## src/rtl/axi_pkg.sv

```systemverilog
// Shared types for the two-port component arbiter: FSM state encoding and
// the idle-time winner selection rule.
package axi_pkg;

    typedef enum logic [1:0] {
        IDLE  = 2'd0,
        LOCK0 = 2'd1,
        LOCK1 = 2'd2
    } axi_comp_arb_state_e;

    // Winner when the arbiter is free: a lone requester wins, a tie goes to rr.
    function automatic logic rr_pick(input logic req0, input logic req1, input logic rr);
        logic win;
        if (req0 && req1) begin
            win = rr;
        end else if (req1) begin
            win = 1'b1;
        end else begin
            win = 1'b0;
        end
        return win;
    endfunction

endpackage

```

## src/rtl/axi_comp_arb_lat_pipe.sv

```systemverilog
// Read-valid delay line: carries {valid, src} of each accepted read for
// C_LAT cycles so the pulse lands on the port that issued the read.
module axi_comp_arb_lat_pipe #(
    parameter int C_LAT = 0
) (
    input  logic clk,
    input  logic rst_n,
    input  logic in_vld,
    input  logic in_src,
    output logic out_vld,
    output logic out_src
);

    generate
        if (C_LAT == 0) begin : g_bypass
            assign out_vld = in_vld;
            assign out_src = in_src;
        end else begin : g_pipe
            logic [C_LAT-1:0] vld_r;
            logic [C_LAT-1:0] src_r;

            // Free-running shift; never stalls so alternating reads stay in order.
            always_ff @(posedge clk or negedge rst_n) begin
                if (!rst_n) begin
                    vld_r <= {C_LAT{1'b0}};
                    src_r <= {C_LAT{1'b0}};
                end else begin
                    vld_r[0] <= in_vld;
                    src_r[0] <= in_src;
                    for (int i = 1; i < C_LAT; i++) begin
                        vld_r[i] <= vld_r[i-1];
                        src_r[i] <= src_r[i-1];
                    end
                end
            end

            assign out_vld = vld_r[C_LAT-1];
            assign out_src = src_r[C_LAT-1];
        end
    endgenerate

endmodule

```

## src/rtl/axi_comp_arb.sv

```systemverilog
// Two-port arbiter in front of a single component interface: zero-latency
// round-robin grant in IDLE, burst lock until last, and per-port read-valid return.
module axi_comp_arb
    import axi_pkg::*;
#(
    parameter int AW    = 32,
    parameter int DW    = 32,
    parameter int BC    = DW/8,
    parameter int UW    = 32,
    parameter int IW    = 1,
    parameter int C_LAT = 0
) (
    input  logic          clk,
    input  logic          rst_n,
    input  logic          p0_dv,
    input  logic [AW-1:0] p0_addr,
    input  logic          p0_write,
    input  logic [UW-1:0] p0_user,
    input  logic [IW-1:0] p0_id,
    input  logic [DW-1:0] p0_wdata,
    input  logic [BC-1:0] p0_wstrb,
    input  logic          p0_last,
    output logic          p0_hld,
    output logic          p0_err,
    output logic [DW-1:0] p0_rdata,
    output logic          p0_rvld,
    input  logic          p1_dv,
    input  logic [AW-1:0] p1_addr,
    input  logic          p1_write,
    input  logic [UW-1:0] p1_user,
    input  logic [IW-1:0] p1_id,
    input  logic [DW-1:0] p1_wdata,
    input  logic [BC-1:0] p1_wstrb,
    input  logic          p1_last,
    output logic          p1_hld,
    output logic          p1_err,
    output logic [DW-1:0] p1_rdata,
    output logic          p1_rvld,
    output logic          dv,
    output logic [AW-1:0] addr,
    output logic          write,
    output logic [UW-1:0] user,
    output logic [IW-1:0] id,
    output logic [DW-1:0] wdata,
    output logic [BC-1:0] wstrb,
    output logic          last,
    output logic          src,
    input  logic          hld,
    input  logic          err,
    input  logic [DW-1:0] rdata
);

    axi_comp_arb_state_e state_r;
    axi_comp_arb_state_e state_nxt_s;
    logic                rr_r;
    logic                gnt_s;
    logic                sel_dv_s;
    logic                sel_last_s;
    logic                sel_write_s;
    logic                acc_s;
    logic                pipe_vld_s;
    logic                pipe_src_s;

    // State register.
    always_ff @(posedge clk or negedge rst_n) begin
        if (!rst_n) begin
            state_r <= IDLE;
        end else begin
            state_r <= state_nxt_s;
        end
    end

    // Round-robin pointer moves only when a burst (or single beat) completes.
    always_ff @(posedge clk or negedge rst_n) begin
        if (!rst_n) begin
            rr_r <= 1'b0;
        end else if (acc_s && sel_last_s) begin
            rr_r <= ~gnt_s;
        end else begin
            rr_r <= rr_r;
        end
    end

    // Grant selection, beat acceptance and next state.
    always_comb begin
        case (state_r)
            LOCK0:   gnt_s = 1'b0;
            LOCK1:   gnt_s = 1'b1;
            IDLE:    gnt_s = rr_pick(p0_dv, p1_dv, rr_r);
            default: gnt_s = 1'b0;
        endcase

        // Reset gates dv so the component sees nothing while rst_n is low.
        if (gnt_s) begin
            sel_dv_s    = p1_dv & rst_n;
            sel_last_s  = p1_last;
            sel_write_s = p1_write;
        end else begin
            sel_dv_s    = p0_dv & rst_n;
            sel_last_s  = p0_last;
            sel_write_s = p0_write;
        end
        acc_s = sel_dv_s & ~hld;

        state_nxt_s = state_r;
        if (acc_s) begin
            if (sel_last_s) begin
                state_nxt_s = IDLE;
            end else if (gnt_s) begin
                state_nxt_s = LOCK1;
            end else begin
                state_nxt_s = LOCK0;
            end
        end else begin
            state_nxt_s = state_r;
        end
    end

    axi_comp_arb_lat_pipe #(
        .C_LAT (C_LAT)
    ) u_lat_pipe (
        .clk     (clk),
        .rst_n   (rst_n),
        .in_vld  (acc_s & ~sel_write_s),
        .in_src  (gnt_s),
        .out_vld (pipe_vld_s),
        .out_src (pipe_src_s)
    );

    // Request routing, per-port stall/error and read return.
    always_comb begin
        dv  = sel_dv_s;
        src = gnt_s;
        if (gnt_s) begin
            addr  = p1_addr;
            write = p1_write;
            user  = p1_user;
            id    = p1_id;
            wdata = p1_wdata;
            wstrb = p1_wstrb;
            last  = p1_last;
        end else begin
            addr  = p0_addr;
            write = p0_write;
            user  = p0_user;
            id    = p0_id;
            wdata = p0_wdata;
            wstrb = p0_wstrb;
            last  = p0_last;
        end

        // The loser is always held; during reset both are held.
        if (!rst_n) begin
            p0_hld = 1'b1;
            p1_hld = 1'b1;
        end else if (gnt_s) begin
            p0_hld = 1'b1;
            p1_hld = hld;
        end else begin
            p0_hld = hld;
            p1_hld = 1'b1;
        end

        p0_err   = acc_s & ~gnt_s & err;
        p1_err   = acc_s &  gnt_s & err;
        p0_rdata = rdata;
        p1_rdata = rdata;
        p0_rvld  = pipe_vld_s & ~pipe_src_s;
        p1_rvld  = pipe_vld_s &  pipe_src_s;
    end

endmodule

```

## config.mk

```make
export PLATFORM = sky130hd
export DESIGN_NAME = axi_comp_arb
export DESIGN_NICKNAME = d
export VERILOG_FILES = /design/src/rtl/axi_pkg.sv /design/src/rtl/axi_comp_arb_lat_pipe.sv /design/src/rtl/axi_comp_arb.sv
export SDC_FILE = /design/constraint.sdc
export NUM_CORES = 1
export LEC_CHECK = 0
export ABC_AREA = 1
export BUFFER_PORTS_ARGS = -buffer_cell sky130_fd_sc_hd__buf_2
export CORE_AREA = 8 8 157 159
export CTS_BUF_LIST = sky130_fd_sc_hd__clkbuf_16
export CTS_CLUSTER_SIZE = 25
export DETAILED_ROUTE_END_ITERATION = 16
export DIE_AREA = 0 0 165 167
export PLACE_DENSITY = 0.5
export SLEW_MARGIN = 10
export SYNTH_ARGS = -nofsm -noshare
export SYNTH_HDL_FRONTEND = slang
export SYNTH_HIERARCHICAL = 1
export SYNTH_SLANG_ARGS = --single-unit
```

## constraint.sdc

```tcl
create_clock -name clk -period 3.3 [get_ports clk]
set_clock_uncertainty 0.15 [all_clocks]
set_input_delay 0.165 -clock clk [delete_from_list [all_inputs] [get_ports clk]]
set_output_delay 0.165 -clock clk [all_outputs]
set_load 0.005 [all_outputs]
```

== After elaboration in Yosys (flattened, before gate mapping) ==
Cells that the tools add are included.

* Register bits: 3
* Input bits: 244
* Output and inout port bits: 175
* Logic and storage cells: 36

* Multiplexer cells: 17
* Bitwise operators: 13
* Eq/ne operators: 1
* Reduce and logical (&&, ||, !) cells: 3

{| class="wikitable"
|+ Operators by type and width
! kind !! count
|-
| $mux W32 || 3
|-
| $and A1 B1 Y1 || 10
|-
| $mux W1 || 10
|-
| $mux W2 || 2
|-
| $mux W4 || 1
|-
| $not A1 Y1 || 3
|-
| $eq A2 B2 Y1 const B || 1
|-
| $logic_and A1 B1 Y1 || 2
|-
| $logic_not A2 Y1 || 1
|-
| $pmux W1 S2 || 1
|}

== Depth between registers and ports, before layout ==
Gate-level depths: netlist of the first run.

* Depth after elaboration: 7
* Depth in mapped cells: 12
* Mapped depth without buffers: 10

== By module ==
The synthesis of the first run kept the hierarchy.

{| class="wikitable"
|+ By module, submodules not included
! module !! area an instance (um^2) !! seq. area each (um^2) !! times used !! cells an instance
|-
| axi_comp_arb || 2011.9 || 75.1 || 1 || 433
|-
| axi_comp_arb_lat_pipe || 15.0 || 0.0 || 1 || 2
|}

== Least setup slack after synthesis of the first run ==
OpenSTA, ideal clock, no wires.

* Path type: register to output
* From: register state_r[1]
* To: output p0_rvld
* Required time: 2.985 ns
* Arrival: 1.360 ns
* Path slack: 1.625 ns
* Cell stages (with the launch flop): 12
* Path buffers: 2
* Cells stage by stage: dfrtp_1 > nor2_1 > nand3_1 > nand2_2 > inv_2 > buf_6 > nand2_1 > nand2_1 > nor2_1 > buf_4 > inv_1 > nor2_1

* Longest elaborated chain between the ends: 6
* Elaborated cells between the ends (all ways): 10
* Classes of those cells: 1 x eq/ne; 3 x mux; 5 x bitwise; 1 x reduce/logical

{| class="wikitable"
|+ Ends and longest elaborated chain
! element !! line !! text
|-
| start: declaration || axi_comp_arb.sv:53 || <nowiki>axi_comp_arb_state_e state_r;</nowiki>
|-
| start signal: assignment || axi_comp_arb.sv:69 || <nowiki>state_r <= state_nxt_s;</nowiki>
|-
| $eq A2 B2 Y1 / $logic_not A2 Y1 (equally long branches) || axi_comp_arb.sv:86 || <nowiki>case (state_r)</nowiki>
|-
| $pmux W1 S2 * || axi_comp_arb.sv:86 ||
|-
| $mux W1 * || - ||
|-
| net write || axi_comp_arb.sv:41 || <nowiki>output logic write,</nowiki>
|-
| $not A1 Y1 * || axi_comp_arb.sv:124 || <nowiki>.in_vld (acc_s & ~sel_write_s),</nowiki>
|-
| $and A1 B1 Y1 * || axi_comp_arb.sv:124 ||
|-
| net pipe_vld_s || axi_comp_arb.sv:61 || <nowiki>logic pipe_vld_s;</nowiki>
|-
| $and A1 B1 Y1 * || axi_comp_arb.sv:168 || <nowiki>p0_rvld = pipe_vld_s & ~pipe_src_s;</nowiki>
|-
| end: declaration || axi_comp_arb.sv:26 || <nowiki>output logic p0_rvld,</nowiki>
|}

Mark *: on every way through the listed nets, which the timed path passes. The rest lies on a longest branch.

== Worst setup path after layout of the first run ==
* From: register state_r[1]
* To: output wdata[22]

* Longest elaborated chain between the ends: 3
* Elaborated cells between the ends (all ways): 4
* Classes of those cells: 1 x eq/ne; 2 x mux; 1 x reduce/logical

{| class="wikitable"
|+ Ends and longest elaborated chain
! element !! line !! text
|-
| $eq A2 B2 Y1 / $logic_not A2 Y1 (equally long branches) || axi_comp_arb.sv:86 ||
|-
| $pmux W1 S2 * || axi_comp_arb.sv:86 ||
|-
| $mux W32 * || axi_comp_arb.sv:134 || <nowiki>if (gnt_s) begin</nowiki>
|-
| end: declaration || axi_comp_arb.sv:44 || <nowiki>output logic [DW-1:0] wdata,</nowiki>
|}

Every way passes the cells marked *; elsewhere a longest branch is shown, timed or not.

==> results of run 1 <==
-- worst max-delay path, cell delays in order, from the launching register on --
cell and delay (ns):
dfrtp_1 0.39, nor2_1 0.11, nand3_1 0.14, nand2_4 0.12, buf_4 0.52, nand2_1 0.15
nand2_1 0.10, buf_2 0.11
-- cells by family after synthesis --
logic type | Yosys count | share of synthesized area, %
AOI/OAI and AO/OA | 4 | 1.111
DFF | 3 | 3.704
and+or+nand+nor | 329 | 61.85
buffers and inverters | 99 | 33.33
-- layout by cell type (no fill, tap or decap) --
cell	instances
dlygate4sd3_1	1
o21bai_1	1
nand4_1	1
buf_2	322
clkbuf_16	3
buf_12	1
clkinv_2	1
nor2_1	5
inv_1	11
dfrtp_1	3
nand2_4	1
nand3b_1	1
buf_4	3
o21ai_0	3
nand2_1	313
nand3_1	6
nor3_1	2
-- worst paths after layout --
path                       cells past startpoint  slack [ns]                    from                     end
setup / recovery                               7        1.11  state_r[1]$_DFFE_PN0N_               wdata[22]
hold / removal                                 3        0.08                 p0_last        rr_r$_DFFE_PN0P_
setup reg to reg                               7        1.64  state_r[1]$_DFFE_PN0N_        rr_r$_DFFE_PN0P_
hold reg to reg                                2        0.40  state_r[1]$_DFFE_PN0N_  state_r[1]$_DFFE_PN0N_
max in group asynchronous                      2        2.62                   rst_n  state_r[0]$_DFFE_PN0N_
min in group asynchronous                      2        0.24                   rst_n        rr_r$_DFFE_PN0P_
-- cell usage after synthesis (all sizes together) --
library cell  count  area, um2
o21ai             3      15.01
buf              88      634.4
nand3b            1      7.510
inv              11      41.29
nand3             6      30.03
nor3              2      10.01
o21bai            1      7.510
nand2           314       1181
nor2              5      18.77
dfrtp             3      75.07
nand4             1      6.260
-- power by group --
group	switching, uW	internal, uW
clock	31.1	156
combinational	1420	938
sequential	9.54	55.3
-- flip-flops by register name, indices dropped and copies added, names as in the netlist --
| name | cells |
|---|---|
| state_r | 2 |
| rr_r | 1 |
-- metrics by stage --
stage	util [%]	cell area, um2	hold slack (ns)	worst slack (ns)	power, uW
after floorplan	-	2027	-0.2806	1.625	1489
after global placement	15.34	3410	-0.1571	1.310	2485
after detailed placement	15.34	3410	-0.1562	1.315	2487
after CTS	15.74	3498	0.07794	1.075	2687
after global routing	15.74	3498	0.1087	0.9155	2962
final	15.74	3498	0.08087	1.112	2611
-- layout make-up --
class	instances	area, um2	area share, %
inverter	11	42.54	1.216
multi-input combinational	333	1281	36.62
tap	285	356.6	10.19
timing repair buffer	327	1664	47.57
sequential	3	75.07	2.146
clock buffer	3	75.07	2.146
clock inverter	1	3.754	0.1073
-- metal layers --
layer  vias up  track usage, %  part of all wire (%)
met4         2           3.644                   4.2
met1      1324           7.117                    35
met3        40           3.920                    14
met5         -               0                 0.099
li1       1706               -                     -
met2       235           14.47                    47
==> qor.csv, run 1 <==
metric,value,unit
gr ovfl total,0,
Longest Clk Path Bufs,2,
slew margin rel.,57.48,%
post-CTS setup buffers,0,
total negative setup slack,0,ns
Critical Path Start Type,flip-flop,
Final Cycle Share,66.30,%
RSZ-0062 raised after global routing,false,
Starting Density,9.119,%
TritonRoute pass-1 iters,4,
DP Wirelength,10.87,mm
fillcell total,2635,
Max-Cap Viols,0,
RePlAce Congestion,0.7722,
Detailed Route Iter0 Violations,64,
Static Leak,0.002394,uW
Post-CTS Resized,0,
GRT Resource Usage Total,7.922,%
crit path kind,flip-flop to output pin,
routed vias/inst,3.434,
max-slew violations,0,
CP Max Fanout,63,
Die ar.,0.02756,mm2
P&R area growth vs syn,72.59,%
Peak VDD IR,0.0003715,V
root buf cell,clkbuf_16,
Nets,923,
Worst Hold Class,input port to flip-flop,
largest net degree at the start of global routing,64,
via count,3307,
syn avg cell area,4.660,um2
Tmin final,2.188,ns
Synth Register Bits,3,
initial antenna violation count,2,
post-route non-filler standard cell count,963,
Crit. End Element,output pin,
CTS tree,built,
Placed Cells,958,
Yosys cell types,15,
layout cells sized above 1,48.82,%
die height,167,um
final WL,12.09,mm
vias in the first global route,3535,
worst skew pair latency,0.22,ns
synthesized instance count,435,
final hold violation count,0,
clock sink total,3,
htree depth,1,
Clock transition at path regs,0.03,ns
syn nets,679,
Core ar.,0.02223,mm2
hold buffers post-CTS,1,
WL/cell,12.55,um
Slew @ Worst Pin,0.6379,ns
highest clock rate,457.1,MHz
Die Span X,165,um
Power Dens Cells,746.3,mW/mm2
CP Data Required Time,2.98,ns
first-pass GRT wire length,17.57,mm
Row Count,55,
sequential fraction of the synthesis area,3.704,%
Final setup viols,0,
status,finished clean,
Synthesis Warnings,6,
crit path DAT,1.87,ns
Antenna Nets Post-Route,0,
IO Count,419,
# DRC,0,
Port Buf Inserts,322,
post-synthesis cell area,0.002027,mm2
cts bufs inserted,3,
antenna cells,0,
Power figures use the tool's default switching activity.
==> run 2, diff against run 1 <==
--- a/config.mk
+++ b/config.mk
@@ -5,14 +5,14 @@
 export SDC_FILE = /design/constraint.sdc
 export NUM_CORES = 1
 export LEC_CHECK = 0
-export ABC_AREA = 1
+export ABC_AREA = 0
 export BUFFER_PORTS_ARGS = -buffer_cell sky130_fd_sc_hd__buf_2
-export CORE_AREA = 8 8 157 159
+export CORE_AREA = 8 8 158 160
 export CTS_BUF_LIST = sky130_fd_sc_hd__clkbuf_16
 export CTS_CLUSTER_SIZE = 25
 export DETAILED_ROUTE_END_ITERATION = 16
-export DIE_AREA = 0 0 165 167
-export PLACE_DENSITY = 0.5
+export DIE_AREA = 0 0 166 168
+export PLACE_DENSITY = 0.49
 export SLEW_MARGIN = 10
 export SYNTH_ARGS = -nofsm -noshare
 export SYNTH_HDL_FRONTEND = slang
==> constraint.sdc (replaced) <==
create_clock -name clk -period 2.1 [get_ports clk]
set_clock_uncertainty 0.15 [all_clocks]
set_input_delay 0.105 -clock clk [delete_from_list [all_inputs] [get_ports clk]]
set_output_delay 0.105 -clock clk [all_outputs]
set_load 0.005 [all_outputs]
==> run 2 against run 1 <==
Compared with the run above: core utilization rose by 0.054 points; area after synthesis fell by 0.93%; worst setup slack got worse by 1.0 ns; synthesized cell count fell by 2.8%; hold slack got worse by 0.080 ns; register-to-register slack got worse by 1.3 ns; die area rose by 1.2%; sequential share of layout area barely moved; clock-buffer cell count did not move; via count fell by 1.3%; global-route usage fell by 0.70 points; flip-flop and latch count did not move.
==> qor.csv, run 2 <==
metric,value,unit
Largest regs,"state_r: 2 flops, rr_r: 1 flops",
placed cell area,0.003435,mm2
via count,3265,
total negative setup slack,0,ns
critical path's top delay family,buffers and inverters,
most frequent cells in the layout,"322 x buf_2, 308 x nand2_1, 5 x nor2b_1, 4 x nor2_1",
R2R setup slack,0.34,ns
"Worst Setup Slack, final",0.07136,ns
worst path bufs/invs,3,
most instantiated cells after synthesis,"309 x nand2_1, 70 x buf_4, 11 x buf_2",
top_reg_cell synth,dfrtp_1,
CP Max Fanout,59,
Final Cycle Share,96.60,%
Port Buf Inserts,322,
CP max stage cell,a211o_4,
leading area contributor after synthesis,nand2_1,
cts bufs inserted,3,
DP Wirelength,10.01,mm
Core ar.,0.02237,mm2
Detailed Route Iter0 Violations,64,
Synth Register Bits,3,
Clock transition at path regs,0.03,ns
RePlAce Congestion,0.8640,
Hold WS,0.001110,ns
Antenna Nets Post-Route,0,
Longest Clk Path Bufs,2,
Static Leak,0.002376,uW
Post-synth EDFFs,0,
final hold violation count,0,
layout cells sized above 1,50.60,%
Critical Path Start Type,flip-flop,
Finished Core Util,15.79,%
slew margin rel.,74.92,%
clock sink total,3,
max incr delay on CP,0.38,ns
CP cell instances,nor2_1 -> a211o_4 -> clkinv_2 -> buf_12 -> nand2_1 -> nand2_1 -> buf_2,
Tmin final,2.029,ns
synthesized instance count,423,
Die Span X,166,um
routed vias/inst,3.433,
Crit. End Element,output pin,
first-pass GRT wire length,16.86,mm
Worst Hold Class,input port to flip-flop,
max reg flops,2,
max-slew violations,0,
Nets,911,
Die ar.,0.02789,mm2
"commonest non-fill, non-tap cell in the layout",buf_2,
ys async rst share,100.0,%
largest net degree at the start of global routing,60,
die height,168,um
P&R area growth vs syn,75.89,%
GRT Resource Usage Total,7.219,%
IO Count,419,
antenna cells,0,
post-synthesis cell area,0.002008,mm2
RSZ-0062 raised after global routing,false,
Row Count,55,
Top reg by flops,state_r,
TritonRoute pass-1 iters,4,
vias in the first global route,3374,
Peak VDD IR,0.0004354,V
CP dominant cell by count,nand2_1,
Max-Cap Viols,0,
crit path kind,flip-flop to output pin,
worst skew pair latency,0.22,ns
# DRC,0,
top post-synthesis cells by area,"nand2_1 58%, buf_4 26%, dfrtp_1 3.7%, buf_2 2.7%, nor2b_1 1.9%",
most common cell in the netlist,nand2_1,
crit path DAT,1.77,ns
Slew @ Worst Pin,0.3761,ns
gr ovfl total,0,
CTS tree,built,
WL/cell,11.91,um
Power Dens Cells,921.4,mW/mm2
Yosys cell types,17,
sequential fraction of the synthesis area,3.738,%
root buf cell,clkbuf_16,
Synth top area share,57.76,%
highest clock rate,492.9,MHz
Starting Density,8.979,%
syn nets,667,
"Design Area, Final",0.003532,mm2
initial antenna violation count,0,
htree depth,1,
final WL,11.33,mm
Setup WS pre-CTS,0.3128,ns
Synthesis Warnings,6,
syn avg cell area,4.747,um2
status,finished clean,
Final setup viols,0,
CP Data Required Time,1.85,ns
==> run 2: per-layer routing <==
layer,GRT usage (%),vias to the layer above,part of all wire [%]
met4,4.783,0,5.9
met3,3.321,49,12
li1,-,1678,-
met2,12.86,248,46
met1,6.587,1290,35
met5,0,-,0
==> run 2: final timing paths <==
check,start,endpoint,cells past startpoint
max,state_r[1]$_DFFE_PN0N_,wdata[31],7
min,p0_last,rr_r$_DFFE_PN0P_,2
max reg2reg,state_r[1]$_DFFE_PN0N_,state_r[0]$_DFFE_PN0N_,6
min reg2reg,state_r[1]$_DFFE_PN0N_,state_r[1]$_DFFE_PN0N_,1
max in group asynchronous,rst_n,state_r[0]$_DFFE_PN0N_,2
min in group asynchronous,rst_n,rr_r$_DFFE_PN0P_,2
==> run 2: logic make-up (layout without fill, tap and decap cells) <==
family / after synthesis / count (layout) / synth area share, %
AND/OR/NAND/NOR: 323 / 323 / 61.62
buffers and inverters: 90 / 333 / 31.40
AO/OA/AOI/OAI: 4 / 4 / 1.558
multiplexers: 3 / 3 / 1.682
flip-flops: 3 / 3 / 3.738
==> run 2: layout make-up <==
type | instances | area [um2]
Clock buffer | 3 | 75.07
Multi-Input combinational cell | 330 | 1316
Tap cell | 285 | 356.6
Clock inverter | 1 | 3.754
Inverter | 1 | 5.005
Sequential cell | 3 | 75.07
Fill cell | 2641 | 18830
Timing Repair Buffer | 328 | 1700
==> run 2: worst register-to-register path: cells and delay by family, from the launching register on <==
family,cells,cell delay (ns)
compound gates,1,0.38
flops,1,0.37
buf+inv,2,0.33
mux,1,0.26
simple gates,2,0.14
==> run 2: stage by stage <==
stage	std cells	total power, uW
after CTS	951	3318
after global placement	946	3026
after detailed placement	946	3013
final	951	3254
after global routing	951	3644
after floorplan	423	1791
==> run 2: timing repair <==
item | CTS | global route
buffers inserted | 0 | 0
endpoints found under the setup margin | 0 | 11
gates resized for setup | 0 | 3
hold endpoints to repair | 3 | 0
hold buffers | 1 | 0
==> run 2: power breakdown <==
group	switching, uW	internal, uW
combinational	1610	1240
sequential	23.3	84.2
clock	47.4	245
total	1680	1570
